===== src/rtl/adder_pipe_nbits.sv =====
// -----------------------------------------------------------------------------
// adder_pipe_nbits
//   Pipelined WIDTH-bit add/subtract unit. The operands are cut into CHUNK-bit
//   slices and one slice is resolved per pipeline stage, with the inter-slice
//   carry registered between stages. Both ends use a valid/ready handshake.
//   Flow control is a global stall: every stage advances together or holds.
//
// Parameters
//   WIDTH      operand/result width (>= 1)
//   CHUNK      slice width resolved per stage (1..WIDTH)
//
// Ports
//   i_Clk      clock, rising edge
//   i_Rst      synchronous active-high reset
//   i_Valid    operand beat present
//   o_Ready    unit accepts a beat this cycle (combinational from i_Ready)
//   i_A, i_B   operands
//   i_Cin      carry-in (add mode only)
//   i_Sub      0 = A + B + Cin, 1 = A - B
//   o_Valid    result beat present
//   i_Ready    downstream accepts the result
//   o_Sum      result (modulo 2^WIDTH)
//   o_Cout     carry out of the MSB (subtract: 1 = no borrow)
//   o_Ovf      two's-complement signed overflow
//   o_Zero     o_Sum == 0
// -----------------------------------------------------------------------------
module adder_pipe_nbits #(
    parameter int WIDTH = 16,
    parameter int CHUNK = 4
) (
    input  logic             i_Clk,
    input  logic             i_Rst,
    input  logic             i_Valid,
    output logic             o_Ready,
    input  logic [WIDTH-1:0] i_A,
    input  logic [WIDTH-1:0] i_B,
    input  logic             i_Cin,
    input  logic             i_Sub,
    output logic             o_Valid,
    input  logic             i_Ready,
    output logic [WIDTH-1:0] o_Sum,
    output logic             o_Cout,
    output logic             o_Ovf,
    output logic             o_Zero
);

    localparam int NUM_STAGES = (WIDTH + CHUNK - 1) / CHUNK;

    logic             w_advance;
    logic [WIDTH-1:0] w_b_eff;
    logic             w_c0;

    // Subtraction is A + ~B + 1, so i_Cin is ignored in that mode.
    assign w_b_eff = i_Sub ? ~i_B : i_B;
    assign w_c0    = i_Sub | i_Cin;

    // Global stall: the whole pipe moves only when the output slot is free
    // or is being drained this cycle.
    assign w_advance = !o_Valid || i_Ready;
    assign o_Ready   = w_advance;

    // Register bank gi holds result slices 0..gi, the carry out of slice gi,
    // and (for all but the last bank) the still-unresolved upper operand bits.
    // Bank 0 resolves slice 0 directly from the accepted operands, so a beat
    // reaches the last bank NUM_STAGES-1 edges after it is accepted.
    for (genvar gi = 0; gi < NUM_STAGES; gi++) begin : g_stage
        localparam int LO   = gi * CHUNK;
        localparam int REM  = WIDTH - LO;                   // unresolved bits on entry
        localparam int SW   = (REM < CHUNK) ? REM : CHUNK;  // width of this slice
        localparam bit LAST = (gi == NUM_STAGES - 1);

        logic [REM-1:0]   w_a_in;
        logic [REM-1:0]   w_b_in;
        logic             w_c_in;
        logic             w_v_in;
        logic [SW-1:0]    w_s;
        logic             w_co;
        logic [LO+SW-1:0] w_sum_next;

        logic             r_valid;
        logic [LO+SW-1:0] r_sum;
        logic             r_c;

        if (gi == 0) begin : g_src
            assign w_a_in     = i_A;
            assign w_b_in     = w_b_eff;
            assign w_c_in     = w_c0;
            assign w_v_in     = i_Valid;
            assign w_sum_next = w_s;
        end else begin : g_src
            assign w_a_in     = g_stage[gi-1].g_fwd.r_a;
            assign w_b_in     = g_stage[gi-1].g_fwd.r_b;
            assign w_c_in     = g_stage[gi-1].r_c;
            assign w_v_in     = g_stage[gi-1].r_valid;
            assign w_sum_next = {w_s, g_stage[gi-1].r_sum};
        end

        assign {w_co, w_s} = {1'b0, w_a_in[SW-1:0]} + {1'b0, w_b_in[SW-1:0]}
                           + {{SW{1'b0}}, w_c_in};

        if (!LAST) begin : g_fwd
            logic [REM-SW-1:0] r_a;
            logic [REM-SW-1:0] r_b;

            always_ff @(posedge i_Clk) begin
                if (i_Rst) begin
                    r_valid <= 1'b0;
                    r_sum   <= '0;
                    r_c     <= 1'b0;
                    r_a     <= '0;
                    r_b     <= '0;
                end else if (w_advance) begin
                    r_valid <= w_v_in;
                    r_sum   <= w_sum_next;
                    r_c     <= w_co;
                    r_a     <= w_a_in[REM-1:SW];
                    r_b     <= w_b_in[REM-1:SW];
                end
            end
        end else begin : g_out
            logic r_ovf;
            logic r_zero;

            // Result and flags only change when a real beat lands, so they
            // keep their last value across bubbles.
            always_ff @(posedge i_Clk) begin
                if (i_Rst) begin
                    r_valid <= 1'b0;
                    r_sum   <= '0;
                    r_c     <= 1'b0;
                    r_ovf   <= 1'b0;
                    r_zero  <= 1'b0;
                end else if (w_advance) begin
                    r_valid <= w_v_in;
                    if (w_v_in) begin
                        r_sum  <= w_sum_next;
                        r_c    <= w_co;
                        // Top operand bits here are the sign bits of A and B'.
                        r_ovf  <= (w_a_in[REM-1] == w_b_in[REM-1]) &&
                                  (w_s[SW-1] != w_a_in[REM-1]);
                        r_zero <= (w_sum_next == '0);
                    end
                end
            end
        end
    end

    assign o_Valid = g_stage[NUM_STAGES-1].r_valid;
    assign o_Sum   = g_stage[NUM_STAGES-1].r_sum;
    assign o_Cout  = g_stage[NUM_STAGES-1].r_c;
    assign o_Ovf   = g_stage[NUM_STAGES-1].g_out.r_ovf;
    assign o_Zero  = g_stage[NUM_STAGES-1].g_out.r_zero;

endmodule


===== config.mk =====
export PLATFORM = sky130hd
export DESIGN_NAME = adder_pipe_nbits
export DESIGN_NICKNAME = d
export VERILOG_FILES = /design/src/rtl/adder_pipe_nbits.sv
export SDC_FILE = /design/constraint.sdc
export NUM_CORES = 1
export LEC_CHECK = 0
export ABC_AREA = 1
export ABC_CLOCK_PERIOD_IN_PS = 2140
export BUFFER_PORTS_ARGS = -buffer_cell sky130_fd_sc_hd__clkbuf_2
export CORE_ASPECT_RATIO = 0.8
export CORE_UTILIZATION = 26
export CTS_CLUSTER_SIZE = 30
export DETAILED_ROUTE_END_ITERATION = 16
export HOLD_SLACK_MARGIN = 0.03
export MAX_ROUTING_LAYER = met4
export SKIP_LAST_GASP = 1
export SYNTH_ARGS = -nofsm -noshare
export SYNTH_HDL_FRONTEND = slang
export SYNTH_SLANG_ARGS = --single-unit

===== constraint.sdc =====
create_clock -name i_Clk -period 2.14 [get_ports i_Clk]
set_input_delay 0.428 -clock i_Clk [delete_from_list [all_inputs] [get_ports i_Clk]]
set_output_delay 0.428 -clock i_Clk [all_outputs]
set_load 0.03 [all_outputs]

* Word level (Yosys, flattened, before mapping)
Index checks and enable logic that the tools add are counted.
** Storage, ports and cells
- Register bits :: 98
- Input bits :: 38
- Logic and storage cells :: 38
** Operators by class
- $add $sub $neg :: 8
- Eq/ne operators :: 2
- Muxes and demuxes :: 1
- Bitwise logic cells :: 2
- Reduce and logical (&&, ||, !) cells :: 5
** Operator list (number)
- $add 4x4->5 :: 4
- $add 5x1->5 :: 4
- $logic_not 16->1 :: 1
- $mux 16 :: 1
- $not 16->16 :: 1
- $reduce_and 2->1 :: 1
- $eq 1x1->1 :: 1
- $logic_and 1x1->1 :: 1
- $logic_not 1->1 :: 1
- $logic_or 1x1->1 :: 1
- $ne 1x1->1 :: 1
- $or 1x1->1 :: 1

* Logic depth before layout (Yosys ltp)
Gate-level depths: netlist of run 1.
- Depth after elaboration :: 4
- Depth in mapped cells :: 10
- Depth with buffers taken out :: 9

* Least setup slack after synthesis of run 1
OpenSTA, ideal clock, no wires.
- Kind :: in2reg
- From :: in i_Sub
- To :: reg g_stage[0].r_c
- Data arrival time :: 2.155 ns
- Data required time :: 2.026 ns
- Slack :: -0.128 ns
- Stages on the path :: 9
- Path buffers :: 2
- Path through :: buf_4 -> buf_4 -> or2_2 -> fa_1 -> fa_1 -> nand3_1 -> a21oi_1 -> a21oi_1 -> nor2_1
** On the way
- Longest elaborated chain between the ends :: 3
- Elaborated cells between the ends (all ways) :: 4
- Those cells by class :: add/sub: 2; mux: 1; bitwise: 1
** RTL lines
- from (decl) :: RTL line 38 : input logic i_Sub,
- $mux 16 :: RTL line 54 : assign w_b_eff = i_Sub ? ~i_B : i_B;
- $add 4x4->5 :: RTL line 98 : assign {w_co, w_s} = {1'b0, w_a_in[SW-1:0]} + {1'b0, w_b_in[SW-1:0]}
- $add 5x1->5 (*) :: RTL line 99 : + {{SW{1'b0}}, w_c_in};
- to (signal assigned) :: RTL line 115 : r_c <= w_co;
- to (decl) :: RTL line 82 : logic r_c;
Every way passes the cells marked *; elsewhere a longest branch is shown, timed or not.
A chain may end at the register's enable or synchronous reset.

* Worst setup path after layout of run 1
- From :: reg g_stage[3].r_valid, in the netlist o_Valid
- To :: out o_Ready
** On the way
- Longest elaborated chain between the ends :: 2
** RTL lines
- from (decl) :: RTL line 80 : logic r_valid;
- from (signal assigned) :: RTL line 134 : r_valid <= w_v_in;
- $logic_not 1->1 :: RTL line 59 : assign w_advance = !o_Valid || i_Ready;
- $logic_or 1x1->1 :: RTL line 59
- to (decl) :: RTL line 34 : output logic o_Ready,
Every way passes these cells.

==> results of run 1 <==
## layout by cell type (no fill, tap or decap), drive strengths merged, types with 5 or more instances in the layout
cell type and n:
nor2 140, dfxtp 98, o21ai 92, clkbuf 69, a21oi 45, inv 20
nand2 17, xnor2 15, nand3 15, ha 12, buf 9, fa 8
xor2 5
## Yosys cell counts (all sizes together)
master and instances:
a21oi 45, buf 14, clkbuf 17, dfxtp 98, fa 8, ha 12, inv 19, nand2 17
nand3 15, nor2 140, nor3 1, o21ai 92, or2 4, xnor2 15, xor2 5
## routing by layer
metal,GRT usage,up-vias,wire length [µm]
met3,0.0335,6,453
met5,-,-,0
met4,0.0452,0,56
met2,0.162,61,3390
li1,-,1742,-
met1,0.172,1348,4850
## worst paths after layout
kind                            slack [ns]                            startpoint                              endpoint  depth (start not counted)
worst max register to register        0.26           g_stage[2].r_c$_SDFFE_PP0N_                   o_Zero$_SDFFE_PP0P_                          9
worst min register to register        0.45  g_stage[0].g_fwd.r_b[6]$_SDFFE_PP0N_  g_stage[1].g_fwd.r_b[2]$_SDFFE_PP0N_                          2
worst min-delay path                  0.33                                i_A[8]  g_stage[0].g_fwd.r_a[4]$_SDFFE_PP0N_                          3
worst max-delay path                  0.17                  o_Valid$_SDFFE_PP0N_                               o_Ready                          4
## cell type report
class	count	area, µm²	share of cell area
Clock buffer	11	243	0.0498
Clock inverter	5	62.6	0.0128
Inverter	19	71.3	0.0146
Multi-Input combinational cell	354	1890	0.387
Sequential cell	98	1960	0.403
Tap cell	210	263	0.0540
Timing Repair Buffer	67	383	0.0786
## power groups by stage
stage,sequential (mW),combinational [mW],clock [mW]
5_1_grt,2.06,0.565,1.77
6_report,2.04,0.484,1.64
3_3_place_gp,2.08,0.484,0
3_5_place_dp,2.09,0.491,0
4_1_cts,2.05,0.494,1.70
2_1_floorplan,2.10,0.317,0
## worst reg2reg max path: cells and delay by family, from the launching register on
| kind | cells | cell delay, ns |
|---|---|---|
| adders and majority gates | 2 | 0.93 |
| and+or+nand+nor | 6 | 0.46 |
| DFF | 1 | 0.33 |
| AOI/OAI and AO/OA | 1 | 0.11 |
## cell families after synthesis
group	count (synthesis)	synth area share
compound gates	137	0.168
xor+xnor	20	0.0428
fa+ha+maj	20	0.0758
buf+inv	50	0.0609
flops	98	0.480
simple gates	177	0.173
## state kept, by name (all words and copies together), names as in the netlist, 3 cells and up
name               count
o_Sum                 16
g_stage.g_fwd.r_b     24
g_stage.r_valid        3
g_stage.r_sum         24
g_stage.r_c            3
g_stage.g_fwd.r_a     24
==> results.py, run 1 <==
metrics = {
    "run_status": {
        "outcome": "finished clean",
    },
    "pwr": {
        "vdd.ir_drop.worst_uv": 425,
        "clkPwrFrac": 0.394,
        "p_int_mw": 3.11,
        "p_per_area_nw_per_um2": 857,
        "total_power_mw": 4.17,
        "combPwrFrac": 0.116,
        "swShare": 0.255,
        "p_leak_nw": 2.23,
        "power_frac_seq": 0.490,
        "switching_power_mw": 1.06,
    },
    "grt": {
        "grt_start_max_net_pins": 41,
        "gr-total-overflow": 0,
        "grt_pass1_wl_mm": 14.8,
        "grt_usage": 0.122,
        "grt_pass1_vias": 2932,
        "antenna_found_initial": 0,
    },
    "die": {
        "dieArea_um2": 16200,
        "die_h_um": 114,
        "rows": 40,
        "initial_utilization": 0.269,
        "core-area_um2": 15200,
        "io-pin-count": 59,
        "fp.dieW_um": 142,
    },
    "clock_network": {
        "clk_pin_slew_worst_paths_ns": 0.07,
        "postCtsHoldBufs": 0,
        "root_buffer": "clkbuf_16",
        "cts_tree": "built",
        "clock_sinks": 98,
        "cts-resized-gates": 0,
        "cts.htree.levels": 3,
        "clk_latency_ns": 0.35,
        "numCtsBuffers": 9,
        "cts_setup_buffers": 0,
        "cts.path.max_buffers": 2,
    },
    "detailed_routing": {
        "ant_nets": 0,
        "vias": 3157,
        "drcViolationCount": 0,
        "drtIter0Drc": 157,
        "viasPerCell": 4.13,
        "wire_per_inst_um": 11.5,
        "wl_mm": 8.76,
        "first_pass_iters": 5,
    },
    "timing": {
        "setup_viol": 0,
        "worst_slack_ns": 0.172,
        "rsz0062_at_grt": "false",
        "max_slew_margin": 0.601,
        "hold-worst-slack_ns": 0.327,
        "skew_ns": 0.00851,
        "fmax_ghz": 0.508,
        "worst_slew_pin_slew_ns": 0.598,
        "layout_min_cycle_time_ns": 1.97,
        "hold_violations": 0,
        "setup_tns_ns": 0,
        "slew_violations": 0,
        "timing.final.crit_share": 0.920,
    },
    "finish": {
        "finalNonFillerCells": 764,
        "final_util": 0.320,
        "fin_area_um2": 4870,
        "fillCellCount": 1669,
        "diodes": 0,
        "nNetsFinal": 607,
        "synthToLayoutAreaGrowth_pct": 19.0,
        "layout-drive-gt1-share": 0.168,
    },
    "logic_synthesis": {
        "yosysTopAreaCell": "dfxtp_1",
        "postSynthCellCount": 502,
        "avgSynthCellArea_um2": 8.15,
        "synthesis.nets": 560,
        "synthTopCellsByArea": "dfxtp_1 (48%), nor2_1 (13%), o21ai_0 (11%), a21oi_1 (5.5%), fa_1 (3.9%)",
        "yosysSeqAreaShare": 0.480,
        "ys_seq_elements": 98,
        "synth_warnings": 0,
        "ys_types": 19,
        "synthesis.area_um2": 4090,
        "yosysTopAreaCellShare": 0.480,
    },
    "placed_design": {
        "placed_cells": 748,
        "portBuffers": 58,
        "place_hpwl_mm": 6.29,
        "dpl_cell_area_um2": 4560,
        "gp_congestion": 0.784,
        "post-place-ws_ns": 0.0322,
    },
    "worst_setup_path": {
        "endpoint_kind": "output port",
        "path_buf_inv": 3,
        "path_cells": "inv_1 -> nor2_4 -> inv_2 -> clkbuf_2",
        "path_delay_family": "buffers and inverters",
        "cp.arrival_ns": 1.54,
        "slowest_delay_ns": 0.43,
        "criticalPathCategory": "reg2out",
        "critPathLaunchType": "register",
        "cp_slowest_cell": "inv_2",
        "worstPathRequired_ns": 1.71,
        "worstPathMaxFanout": 35,
    },
    "worst_hold_path": {
        "min_path_type": "in2reg",
    },
    "run": {
        "max-cap-violations": 0,
    },
}
Note: power is estimated with default switching activity, not from simulation.
==> inputs of run 2 (changes only) <==
- MAX_ROUTING_LAYER: met4 -> unset
- PLACE_DENSITY: unset -> 0.47
==> run 2 against run 1 <==
Compared with the run above: global-route usage increased by 0.52 points; clock power increased by 5%; largest cell class unchanged; critical path depth increased by 5; sequential cell count unchanged; critical endpoint is now o_Zero$_SDFFE_PP0P_; wire length increased by 6.7%; combinational power increased by 0.8%; first-iteration DRC count increased by 8.9%; die area unchanged; worst setup slack improved by 0.049 ns; sequential power about the same; fmax increased by 2.5%; non-clock buffer count unchanged.
==> results.py, run 2 (synthesized netlist as in run 1, its figures left out) <==
metrics = {
    "grt": {
        "grt_pass1_vias": 3288,
        "gr-total-overflow": 0,
        "antenna_found_initial": 0,
        "grt_usage": 0.127,
        "grt_pass1_wl_mm": 16.3,
        "grt_start_max_net_pins": 66,
    },
    "worst_hold_path": {
        "min_path_type": "in2reg",
    },
    "worst_setup_path": {
        "criticalPathCategory": "reg2reg",
        "cp_slowest_cell": "fa_1",
        "endpoint_kind": "register",
        "worstPathRequired_ns": 2.41,
        "cp.arrival_ns": 2.19,
        "path_delay_family": "adder cells",
        "worstPathMaxFanout": 2,
        "path_cells": "fa_1 -> fa_1 -> nor2_1 -> nand2_1 -> nor2_1 -> nand2_1 -> nor2_1 -> nand2_1 -> a21oi_1",
        "critPathLaunchType": "register",
        "slowest_delay_ns": 0.47,
        "path_buf_inv": 0,
    },
    "clock_network": {
        "cts.path.max_buffers": 2,
        "cts.htree.levels": 3,
        "cts_setup_buffers": 0,
        "cts-resized-gates": 0,
        "root_buffer": "clkbuf_16",
        "numCtsBuffers": 9,
        "postCtsHoldBufs": 0,
        "clk_pin_slew_worst_paths_ns": 0.07,
        "cts_tree": "built",
        "clock_sinks": 98,
        "clk_latency_ns": 0.34,
    },
    "timing": {
        "rsz0062_at_grt": "false",
        "max_slew_margin": 0.693,
        "worst_slew_pin_slew_ns": 0.460,
        "fmax_ghz": 0.521,
        "layout_min_cycle_time_ns": 1.92,
        "timing.final.crit_share": 0.897,
        "setup_tns_ns": 0,
        "skew_ns": 0.00515,
        "hold-worst-slack_ns": 0.346,
        "slew_violations": 0,
        "hold_violations": 0,
        "setup_viol": 0,
    },
    "finish": {
        "top_regs": "g_stage.g_fwd.r_a (24), g_stage.g_fwd.r_b (24), g_stage.r_sum (24)",
        "synthToLayoutAreaGrowth_pct": 19.1,
        "finalNonFillerCells": 764,
        "diodes": 0,
        "final_cell_mix": "nor2_1 (138), dfxtp_1 (98), o21ai_0 (92)",
        "final_common_cell": "nor2_1",
        "layout-drive-gt1-share": 0.168,
        "fin_area_um2": 4870,
        "nNetsFinal": 607,
    },
    "detailed_routing": {
        "wl_mm": 9.34,
        "first_pass_iters": 4,
        "ant_nets": 0,
        "vias": 3241,
        "viasPerCell": 4.24,
        "wire_per_inst_um": 12.2,
        "drcViolationCount": 0,
        "drtIter0Drc": 171,
    },
    "pwr": {
        "p_per_area_nw_per_um2": 874,
        "clkPwrFrac": 0.404,
        "switching_power_mw": 1.04,
        "p_int_mw": 3.21,
        "total_power_mw": 4.26,
        "swShare": 0.245,
        "vdd.ir_drop.worst_uv": 393,
        "power_frac_seq": 0.481,
        "combPwrFrac": 0.115,
        "p_leak_nw": 2.24,
    },
    "die": {
        "core-area_um2": 15200,
        "rows": 40,
        "initial_utilization": 0.269,
        "io-pin-count": 59,
        "die_h_um": 114,
        "dieArea_um2": 16200,
        "fp.dieW_um": 142,
    },
    "placed_design": {
        "place_hpwl_mm": 6.67,
        "gp_congestion": 0.729,
        "placed_cells": 748,
        "dpl_cell_area_um2": 4550,
        "portBuffers": 58,
    },
    "run": {
        "max-cap-violations": 0,
    },
    "run_status": {
        "outcome": "finished clean",
    },
}
==> run 2: through the flow <==
step	setup WS (ns)	util
4_1_cts	0.203	0.320
5_1_grt	0.0409	0.320
3_5_place_dp	0.0615	0.299
2_1_floorplan	0.00939	-
3_3_place_gp	0.0694	0.299
6_report	0.220	0.320
==> run 2: final timing paths <==
path	startpoint	to	slack [ns]	depth (start not counted)
setup / recovery	g_stage[2].r_c$_SDFFE_PP0N_	o_Zero$_SDFFE_PP0P_	0.22	9
hold / removal	i_A[14]	g_stage[0].g_fwd.r_a[10]$_SDFFE_PP0N_	0.35	3
setup reg to reg	g_stage[2].r_c$_SDFFE_PP0N_	o_Zero$_SDFFE_PP0P_	0.22	9
hold reg to reg	g_stage[0].g_fwd.r_b[9]$_SDFFE_PP0N_	g_stage[1].g_fwd.r_b[5]$_SDFFE_PP0N_	0.45	2
==> run 2: final cells by class <==
class / count / area (µm²)
clock inverter: 5 / 77.6
inverter: 19 / 71.3
sequential: 98 / 1960
fill: 1665 / 10300
clock buffer: 11 / 243
timing repair buffer: 67 / 370
multi-input combinational: 354 / 1890
tap: 210 / 263
==> run 2: tightest hold or removal path: stages <==
cell and delay (ns):
clkbuf_2 0.07, o21ai_0 0.07, nor2_1 0.08
==> run 2: power groups by stage <==
stage               logic [mW]  clock network [mW]  registers, mW
global route             0.562                1.86           2.07
detailed placement       0.492                   0           2.09
CTS                      0.496                1.78           2.05
global placement         0.480                   0           2.09
floorplan                0.317                   0           2.10
finish                   0.488                1.72           2.05
==> run 2: metal layers <==
metal / wire [µm] / global-route usage
met3: 409 / 0.0347
met1: 4910 / 0.177
met2: 3900 / 0.188
met4: 123 / 0.0437
met5: 0 / 0
==> inputs of run 3 (changes only) <==
- CORE_UTILIZATION: 26 -> 45
- PLACE_DENSITY: 0.47 -> 0.71
==> run 3 against run 2 <==
Compared with the run above: first-iteration DRC count up 17%; via count is 2.2% higher; worst setup slack worse by 0.041 ns; final cell count decreased by 13%.
==> results.py, run 3 (synthesized netlist as in run 1, its figures left out) <==
metrics = {
    "placed_design": {
        "portBuffers": 58,
        "place_hpwl_mm": 5.60,
        "gp_congestion": 0.803,
        "dpl_cell_area_um2": 4400,
    },
    "detailed_routing": {
        "wire_per_inst_um": 12.1,
        "drtIter0Drc": 200,
        "drcViolationCount": 0,
        "viasPerCell": 5.00,
        "ant_nets": 0,
        "wl_mm": 8.04,
        "first_pass_iters": 5,
        "vias": 3313,
    },
    "worst_setup_path": {
        "worstRegToRegCells": 9,
        "criticalPathCategory": "reg2out",
        "endpoint_kind": "output port",
        "critPathLaunchType": "register",
        "cp.arrival_ns": 1.53,
        "worstPathMaxFanout": 37,
        "worstPathRequired_ns": 1.71,
    },
    "pwr": {
        "swShare": 0.247,
        "p_int_mw": 2.97,
        "p_leak_nw": 2.20,
        "p_per_area_nw_per_um2": 846,
        "switching_power_mw": 0.971,
        "vdd.ir_drop.worst_uv": 532,
        "clkPwrFrac": 0.360,
        "combPwrFrac": 0.121,
        "power_frac_seq": 0.519,
    },
    "timing": {
        "slew_violations": 0,
        "setup_tns_ns": 0,
        "rsz0062_at_grt": "false",
        "max_slew_margin": 0.586,
        "timing.final.crit_share": 0.916,
        "fmax_ghz": 0.510,
        "hold_violations": 0,
        "worst_slew_pin_slew_ns": 0.620,
        "skew_ns": 0.00444,
        "hold-worst-slack_ns": 0.341,
        "layout_min_cycle_time_ns": 1.96,
        "setup_viol": 0,
    },
    "finish": {
        "final_common_cell": "nor2_1",
        "diodes": 0,
        "fin_area_um2": 4660,
        "synthToLayoutAreaGrowth_pct": 13.8,
        "final_util": 0.539,
        "top_regs": "g_stage.g_fwd.r_a (24), g_stage.g_fwd.r_b (24), g_stage.r_sum (24)",
        "final_cell_mix": "nor2_1 (138), dfxtp_1 (98), o21ai_0 (92)",
        "layout-drive-gt1-share": 0.156,
        "nNetsFinal": 605,
    },
    "run": {
        "max-cap-violations": 0,
    },
    "clock_network": {
        "cts_setup_buffers": 0,
        "clk_pin_slew_worst_paths_ns": 0.06,
        "postCtsHoldBufs": 0,
        "numCtsBuffers": 9,
        "cts-resized-gates": 0,
        "cts.path.max_buffers": 2,
        "cts_tree": "built",
        "clock_sinks": 98,
        "root_buffer": "clkbuf_16",
        "cts.htree.levels": 3,
        "clk_latency_ns": 0.34,
    },
    "die": {
        "core-area_um2": 8630,
        "initial_utilization": 0.474,
        "dieArea_um2": 9480,
        "die_h_um": 87.3,
        "rows": 30,
        "fp.dieW_um": 109,
        "io-pin-count": 59,
    },
    "grt": {
        "antenna_found_initial": 0,
        "grt_pass1_wl_mm": 13.7,
        "grt_usage": 0.188,
        "gr-total-overflow": 0,
        "grt_start_max_net_pins": 62,
        "grt_pass1_vias": 3008,
    },
    "run_status": {
        "outcome": "finished clean",
    },
    "worst_hold_path": {
        "min_path_type": "in2reg",
        "min_path_cells": 3,
    },
}
run 3: layer usage:
| metal | vias up | global-route usage | routed length, µm |
|---|---|---|---|
| li1 | 1723 | - | - |
| met1 | 1515 | 0.248 | 4080 |
| met2 | 69 | 0.293 | 3510 |
| met3 | 6 | 0.0539 | 371 |
| met4 | 0 | 0.0651 | 74 |
| met5 | - | 0 | 0 |
run 3: stage by stage:
| step | total power, mW | cells | setup slack [ns] |
|---|---|---|---|
| final | 3.94 | 662 | 0.179 |
| after global placement | 2.54 | 648 | 0.107 |
| after global routing | 4.15 | 662 | 0.0933 |
| after CTS | 3.98 | 662 | 0.165 |
| after floorplan | 2.42 | 502 | 0.00939 |
| after detailed placement | 2.56 | 648 | 0.0708 |
run 3: final timing paths:
kind              slack (ns)                                 start                              endpoint
hold reg to reg         0.45  g_stage[0].g_fwd.r_b[9]$_SDFFE_PP0N_  g_stage[1].g_fwd.r_b[5]$_SDFFE_PP0N_
setup reg to reg        0.26           g_stage[2].r_c$_SDFFE_PP0N_                   o_Zero$_SDFFE_PP0P_
hold / removal          0.34                                i_A[7]  g_stage[0].g_fwd.r_a[3]$_SDFFE_PP0N_
setup / recovery        0.18                  o_Valid$_SDFFE_PP0N_                               o_Ready
run 3: area by class of cell:
type / count / area [µm²]
fillers: 854 / 3980
flip-flops and latches: 98 / 1960
multi-input cells: 354 / 1890
repair buffers: 65 / 343
clock buffers: 14 / 254
well taps: 112 / 140
inverters: 19 / 71.3
run 3: power by group through the flow:
stage	Clock (mW)	Sequential, mW	Combinational [mW]
global route	1.55	2.06	0.544
global placement	0	2.08	0.462
CTS	1.46	2.04	0.481
finish	1.42	2.04	0.478
detailed placement	0	2.08	0.478
floorplan	0	2.10	0.317
run 3: worst max-delay path, stage by stage, from the launching register on:
cell      delay (ns)
dfxtp_1         0.31
inv_1           0.09
nor2_4          0.04
inv_2           0.45
clkbuf_2        0.32
